$ cat config.mk
export PLATFORM = sky130hd
export DESIGN_NAME = ysyx_24110026_ifu
export DESIGN_NICKNAME = d
export VERILOG_FILES = /design/src/rtl/ysyx_24110026_ifu.sv
export SDC_FILE = /design/constraint.sdc
export NUM_CORES = 1
export LEC_CHECK = 0
export CAP_MARGIN = 30
export CORE_MARGIN = 2
export CORE_UTILIZATION = 50
export DETAILED_ROUTE_END_ITERATION = 10
export PLACE_DENSITY = 0.92
export SLEW_MARGIN = 10
export SYNTH_ARGS = -nofsm -noshare
export SYNTH_HDL_FRONTEND = slang
export SYNTH_SLANG_ARGS = --single-unit
$ cat constraint.sdc
create_clock -name clk -period 4.8 [get_ports clk]
set_input_delay 0.96 -clock clk [delete_from_list [all_inputs] [get_ports clk]]
set_output_delay 0.96 -clock clk [all_outputs]
set_load 0.05 [all_outputs]
$ cat src/rtl/ysyx_24110026_ifu.sv
`timescale 1ns/1ps
// ysyx_24110026_ifu: instruction fetch unit.
// Holds the PC and fetches one word at a time over a valid/ready request and
// valid-only response port. Each word is handed to the decoder with a valid/ready
// handshake, and only one fetch is ever in flight. A redirect from execute moves
// the PC. Any fetch still in flight when the redirect arrives is marked killed,
// and its response is dropped when it returns. A misaligned redirect target or
// an access fault parks the unit in a sticky FAULT state, which only rst clears.
module ysyx_24110026_ifu #(
    parameter logic [31:0] RESET_PC = 32'h8000_0000,
    parameter logic [31:0] NOP_INST = 32'h0000_0013
) (
    input  logic        clk,
    input  logic        rst,
    output logic        mem_req_valid,
    input  logic        mem_req_ready,
    output logic [31:0] mem_req_addr,
    input  logic        mem_rsp_valid,
    input  logic [31:0] mem_rsp_data,
    input  logic        mem_rsp_err,
    input  logic        redirect_valid,
    input  logic [31:0] redirect_pc,
    output logic        out_valid,
    input  logic        out_ready,
    output logic [31:0] out_pc,
    output logic [31:0] out_inst,
    output logic        fault,
    output logic [31:0] fault_pc,
    output logic [31:0] fetch_count
);

    typedef enum logic [1:0] {
        ST_REQ   = 2'd0,
        ST_WAIT  = 2'd1,
        ST_HOLD  = 2'd2,
        ST_FAULT = 2'd3
    } state_e;

    // A fetch target is usable only if it is word aligned.
    function automatic logic misaligned(input logic [31:0] addr);
        return (addr[1:0] != 2'b00);
    endfunction

    state_e      state_r;
    state_e      state_s;
    logic [31:0] pc_r;
    logic [31:0] pc_s;
    logic        kill_r;
    logic        kill_s;
    logic        req_valid_r;
    logic        out_valid_r;
    logic        out_valid_s;
    logic [31:0] out_pc_r;
    logic [31:0] out_pc_s;
    logic [31:0] out_inst_r;
    logic [31:0] out_inst_s;
    logic        fault_r;
    logic        fault_s;
    logic [31:0] fault_pc_r;
    logic [31:0] fault_pc_s;
    logic [31:0] fetch_count_r;
    logic [31:0] fetch_count_s;

    logic        req_fire_s;
    logic        consume_s;
    logic        redirect_bad_s;

    assign req_fire_s     = req_valid_r & mem_req_ready;
    assign consume_s      = out_valid_r & out_ready;
    assign redirect_bad_s = misaligned(redirect_pc);

    // Next-state and datapath decisions for the fetch FSM; redirect has top priority.
    always_comb begin
        state_s       = state_r;
        pc_s          = pc_r;
        kill_s        = kill_r;
        out_valid_s   = out_valid_r;
        out_pc_s      = out_pc_r;
        out_inst_s    = out_inst_r;
        fault_s       = fault_r;
        fault_pc_s    = fault_pc_r;
        fetch_count_s = fetch_count_r;
        case (state_r)
            ST_REQ: begin
                if (redirect_valid) begin
                    pc_s = redirect_pc;
                    if (redirect_bad_s) begin
                        state_s    = ST_FAULT;
                        fault_s    = 1'b1;
                        fault_pc_s = redirect_pc;
                        kill_s     = 1'b0;
                    end else if (req_fire_s) begin
                        // The request just accepted targets the old PC: kill it.
                        state_s = ST_WAIT;
                        kill_s  = 1'b1;
                    end else begin
                        state_s = ST_REQ;
                    end
                end else if (req_fire_s) begin
                    state_s = ST_WAIT;
                end else begin
                    state_s = ST_REQ;
                end
            end
            ST_WAIT: begin
                if (redirect_valid) begin
                    pc_s = redirect_pc;
                    if (redirect_bad_s) begin
                        state_s    = ST_FAULT;
                        fault_s    = 1'b1;
                        fault_pc_s = redirect_pc;
                        kill_s     = 1'b0;
                    end else if (mem_rsp_valid) begin
                        // Response for the old path lands with the redirect: drop it now.
                        state_s = ST_REQ;
                        kill_s  = 1'b0;
                    end else begin
                        state_s = ST_WAIT;
                        kill_s  = 1'b1;
                    end
                end else if (mem_rsp_valid) begin
                    if (kill_r) begin
                        state_s = ST_REQ;
                        kill_s  = 1'b0;
                    end else if (mem_rsp_err) begin
                        state_s    = ST_FAULT;
                        fault_s    = 1'b1;
                        fault_pc_s = pc_r;
                    end else begin
                        state_s     = ST_HOLD;
                        out_valid_s = 1'b1;
                        out_pc_s    = pc_r;
                        out_inst_s  = mem_rsp_data;
                    end
                end else begin
                    state_s = ST_WAIT;
                end
            end
            ST_HOLD: begin
                // A decoder handshake always counts, even alongside a redirect.
                if (consume_s) begin
                    fetch_count_s = fetch_count_r + 32'd1;
                end else begin
                    fetch_count_s = fetch_count_r;
                end
                if (redirect_valid) begin
                    pc_s        = redirect_pc;
                    out_valid_s = 1'b0;
                    out_inst_s  = NOP_INST;
                    if (redirect_bad_s) begin
                        state_s    = ST_FAULT;
                        fault_s    = 1'b1;
                        fault_pc_s = redirect_pc;
                    end else begin
                        state_s = ST_REQ;
                    end
                end else if (consume_s) begin
                    pc_s        = pc_r + 32'd4;
                    out_valid_s = 1'b0;
                    out_inst_s  = NOP_INST;
                    state_s     = ST_REQ;
                end else begin
                    state_s = ST_HOLD;
                end
            end
            ST_FAULT: begin
                state_s     = ST_FAULT;
                fault_s     = 1'b1;
                kill_s      = 1'b0;
                out_valid_s = 1'b0;
                out_inst_s  = NOP_INST;
            end
            default: begin
                // Unreachable encoding: park safely rather than fetch garbage.
                state_s     = ST_FAULT;
                fault_s     = 1'b1;
                fault_pc_s  = pc_r;
                kill_s      = 1'b0;
                out_valid_s = 1'b0;
                out_inst_s  = NOP_INST;
            end
        endcase
    end

    // State and output registers; rst returns the unit to the first fetch at RESET_PC.
    always_ff @(posedge clk) begin
        if (rst) begin
            state_r       <= ST_REQ;
            pc_r          <= RESET_PC;
            kill_r        <= 1'b0;
            req_valid_r   <= 1'b0;
            out_valid_r   <= 1'b0;
            out_pc_r      <= 32'h0000_0000;
            out_inst_r    <= NOP_INST;
            fault_r       <= 1'b0;
            fault_pc_r    <= 32'h0000_0000;
            fetch_count_r <= 32'h0000_0000;
        end else begin
            state_r       <= state_s;
            pc_r          <= pc_s;
            kill_r        <= kill_s;
            req_valid_r   <= (state_s == ST_REQ);
            out_valid_r   <= out_valid_s;
            out_pc_r      <= out_pc_s;
            out_inst_r    <= out_inst_s;
            fault_r       <= fault_s;
            fault_pc_r    <= fault_pc_s;
            fetch_count_r <= fetch_count_s;
        end
    end

    assign mem_req_valid = req_valid_r;
    assign mem_req_addr  = pc_r;
    assign out_valid     = out_valid_r;
    assign out_pc        = out_pc_r;
    assign out_inst      = out_inst_r;
    assign fault         = fault_r;
    assign fault_pc      = fault_pc_r;
    assign fetch_count   = fetch_count_r;

endmodule
==> flow_metrics.py <==
metrics = {
    "finish": {
        "final_area_sq_um": 10700,
        "nNetsFinal": 1228,
        "syn_to_final_growth_pct": 37.5,
        "drive_gt1_frac": 0.0625,
        "final_common_cell": "clkdlybuf4s50_1",
        "layout.cells.most_common_list": "clkdlybuf4s50_1 (232), dfxtp_1 (166), nand2_1 (138)",
        "nFillCells": 1196,
        "final_util": 0.702,
    },
    "floorplan": {
        "rows": 45,
        "ioPinCount": 234,
        "die_h_um": 129,
        "core_area_sq_um": 15200,
        "dieArea_sq_um": 16500,
        "die_w_um": 129,
        "start_util": 0.510,
    },
    "logic_synthesis": {
        "syn_nets": 1054,
        "synth_ff_type": "dfxtp_1",
        "synth_area_leaders": "dfxtp_1 (43%), nand2_1 (6.7%), a21oi_1 (6.6%)",
        "async_flop_share": 0,
        "synth_edf_count": 0,
        "yosys_register_bits": 166,
        "yosysTopAreaCell": "dfxtp_1",
        "postSynthAreaPerCell_sq_um": 7.91,
        "ys_types": 67,
        "synthCells": 981,
        "synth_warnings": 0,
        "yosysSeqAreaShare": 0.428,
        "yosysTopAreaCellShare": 0.428,
        "netlist_area_sq_um": 7760,
    },
    "setup_path": {
        "path_class": "input pin to register",
        "critPathLaunchType": "input pin",
        "rr_worst_depth": 4,
        "end_kind": "register",
        "r2r_start": "state_r[1]$_SDFF_PP0_",
        "crit_path_start": "redirect_valid",
        "path_max_fanout": 27,
        "crit_required_ns": 5.11,
        "cp.arrival_ns": 3.51,
    },
    "clock_tree": {
        "clk_latency_ns": 0.43,
        "cts_root_buffer": "clkbuf_16",
        "cts-resized-gates": 0,
        "cts_made_buffers": 17,
        "path_clk_slew_ns": 0.07,
        "cts_setup_buffers": 0,
        "tritoncts": "yes",
        "cts_sinks": 166,
        "h-tree-depth": 4,
        "clk_path_buf_depth": 2,
        "cts_hold_buffers": 0,
    },
    "sta": {
        "fin_setup_tns_ns": 0,
        "rsz0062_at_grt": "no",
        "worstMarginPinSlew_ns": 0.905,
        "post-route-period-util": 0.667,
        "fmax_ghz": 0.312,
        "period_needed_ns": 3.20,
        "setup_viol": 0,
        "finalWorstSetupSlack_ns": 1.60,
        "finClkSkew_ns": 0.0111,
        "finalHoldViolCount": 0,
        "slew_viol_final": 0,
        "slew-limit-headroom": 0.397,
    },
    "pwr": {
        "power_switching_share": 0.309,
        "switchingPower_uw": 1060,
        "p_comb_frac": 0.177,
        "seqPwrFrac": 0.440,
        "power.leakage_uw": 0.00351,
        "vdd_drop_max_uv": 252,
        "power.density_nw_per_um2": 321,
        "p_int_uw": 2370,
        "power_frac_clock": 0.383,
    },
    "global_route": {
        "grt_max_degree": 86,
        "grt_use_total": 0.317,
        "antenna_found_initial": 1,
        "globalRouteOverflowTotal": 0,
        "grt_pass1_vias": 7951,
        "grt_first_pass_wirelength_mm": 41.9,
    },
    "worst_hold_path": {
        "min_from": "out_pc[27]$_SDFFE_PP0P_",
        "hp-class": "register to register",
        "whs_path_depth": 2,
    },
    "run": {
        "maxCapViolCount": 0,
    },
    "route": {
        "drt-total-wl_mm": 26.0,
        "ant_nets": 0,
        "first_iter_violations": 970,
        "post_drt_via_cell_ratio": 6.27,
        "vias": 8505,
        "wire_per_inst_um": 19.2,
        "first_pass_iters": 6,
        "drc": 0,
    },
    "placement": {
        "dp_hpwl_mm": 17.8,
        "place_area_sq_um": 10100,
        "gp_congestion": 0.961,
        "place_ws_ns": 1.19,
        "portBuffers": 233,
    },
    "outcome": {
        "outcome": "completed",
    },
}
Yosys cell counts (6+ instances only):
master and number:
buf_2 16, xor2_1 7, or4_1 11, nand2_1 138
a31oi_1 10, o41ai_1 6, and4_1 11, o311ai_0 7
a21o_1 6, inv_1 15, a21oi_1 103, a211oi_1 35
nand3_1 26, or2_2 6, clkbuf_1 73, nand4_1 44
o31ai_1 10, o22ai_1 34, o21ai_0 58, nor3_1 12
nor2_1 71, dfxtp_1 166, and3_1 8, and2_1 9
a31o_2 6, nor4_1 17
stage by stage:
step           total power (uW)  hold slack, ns  std cells
2_1_floorplan              1890           0.510        981
3_3_place_gp               2120           0.441       1323
3_5_place_dp               2130           0.449       1324
4_1_cts                    3430           0.455       1356
5_1_grt                    3540           0.474       1356
6_report                   3430           0.453       1357
routing by layer:
metal  wire length (um)  global-route usage
met1              10500               0.419
met2              11700               0.479
met3               3160               0.109
met4                697               0.122
met5                  0                   0
state kept, by name, summed over array words and instances, names as in the netlist:
signal         cells
state_r            2
out_pc            32
fault              1
kill_r             1
mem_req_addr      32
mem_req_valid      1
out_valid          1
out_inst          32
fault_pc          32
fetch_count       32
final timing paths:
path,slack [ns],endpoint
max reg2reg,2.10,fetch_count[24]$_SDFFE_PP0P_
max,1.60,mem_req_addr[25]$_SDFFE_PP0P_
min reg2reg,0.45,out_pc[27]$_SDFFE_PP0P_
min,0.45,out_pc[27]$_SDFFE_PP0P_
worst max-delay path, cell delays in order:
cell and delay (ns):
clkdlybuf4s50_1 0.66, or3b_1 0.75, buf_4 0.30, buf_4 0.24, nand4_1 0.12, a21oi_1 0.09, a311o_1 0.37
kinds of logic after synthesis:
logic type,Yosys count,synth area share
and+or+nand+nor,379,0.244
AOI/OAI and AO/OA,312,0.251
DFF,166,0.428
buffers and inverters,107,0.0545
xor gates and xnor gates,9,0.0102
muxes,6,0.00855
adders and majority gates,2,0.00323
final cells by class:
cell class              count  area, sq um  share of cell area
flip-flops and latches    166         3320               0.311
clock buffers              19          433              0.0406
clock inverters            13          125              0.0117
multi-input cells         708         4050               0.380
repair buffers            247         2440               0.229
diodes                      1         2.50            0.000235
well taps                 188          235              0.0220
inverters                  15         56.3             0.00528
power groups by stage:
| stage | clock, uW | sequential [uW] | combinational, uW |
|---|---|---|---|
| floorplan | 0 | 1680 | 208 |
| global placement | 0 | 1530 | 589 |
| detailed placement | 0 | 1540 | 599 |
| CTS | 1320 | 1500 | 602 |
| global route | 1390 | 1510 | 641 |
| finish | 1310 | 1510 | 608 |
Note: power is estimated with default switching activity, not from simulation.
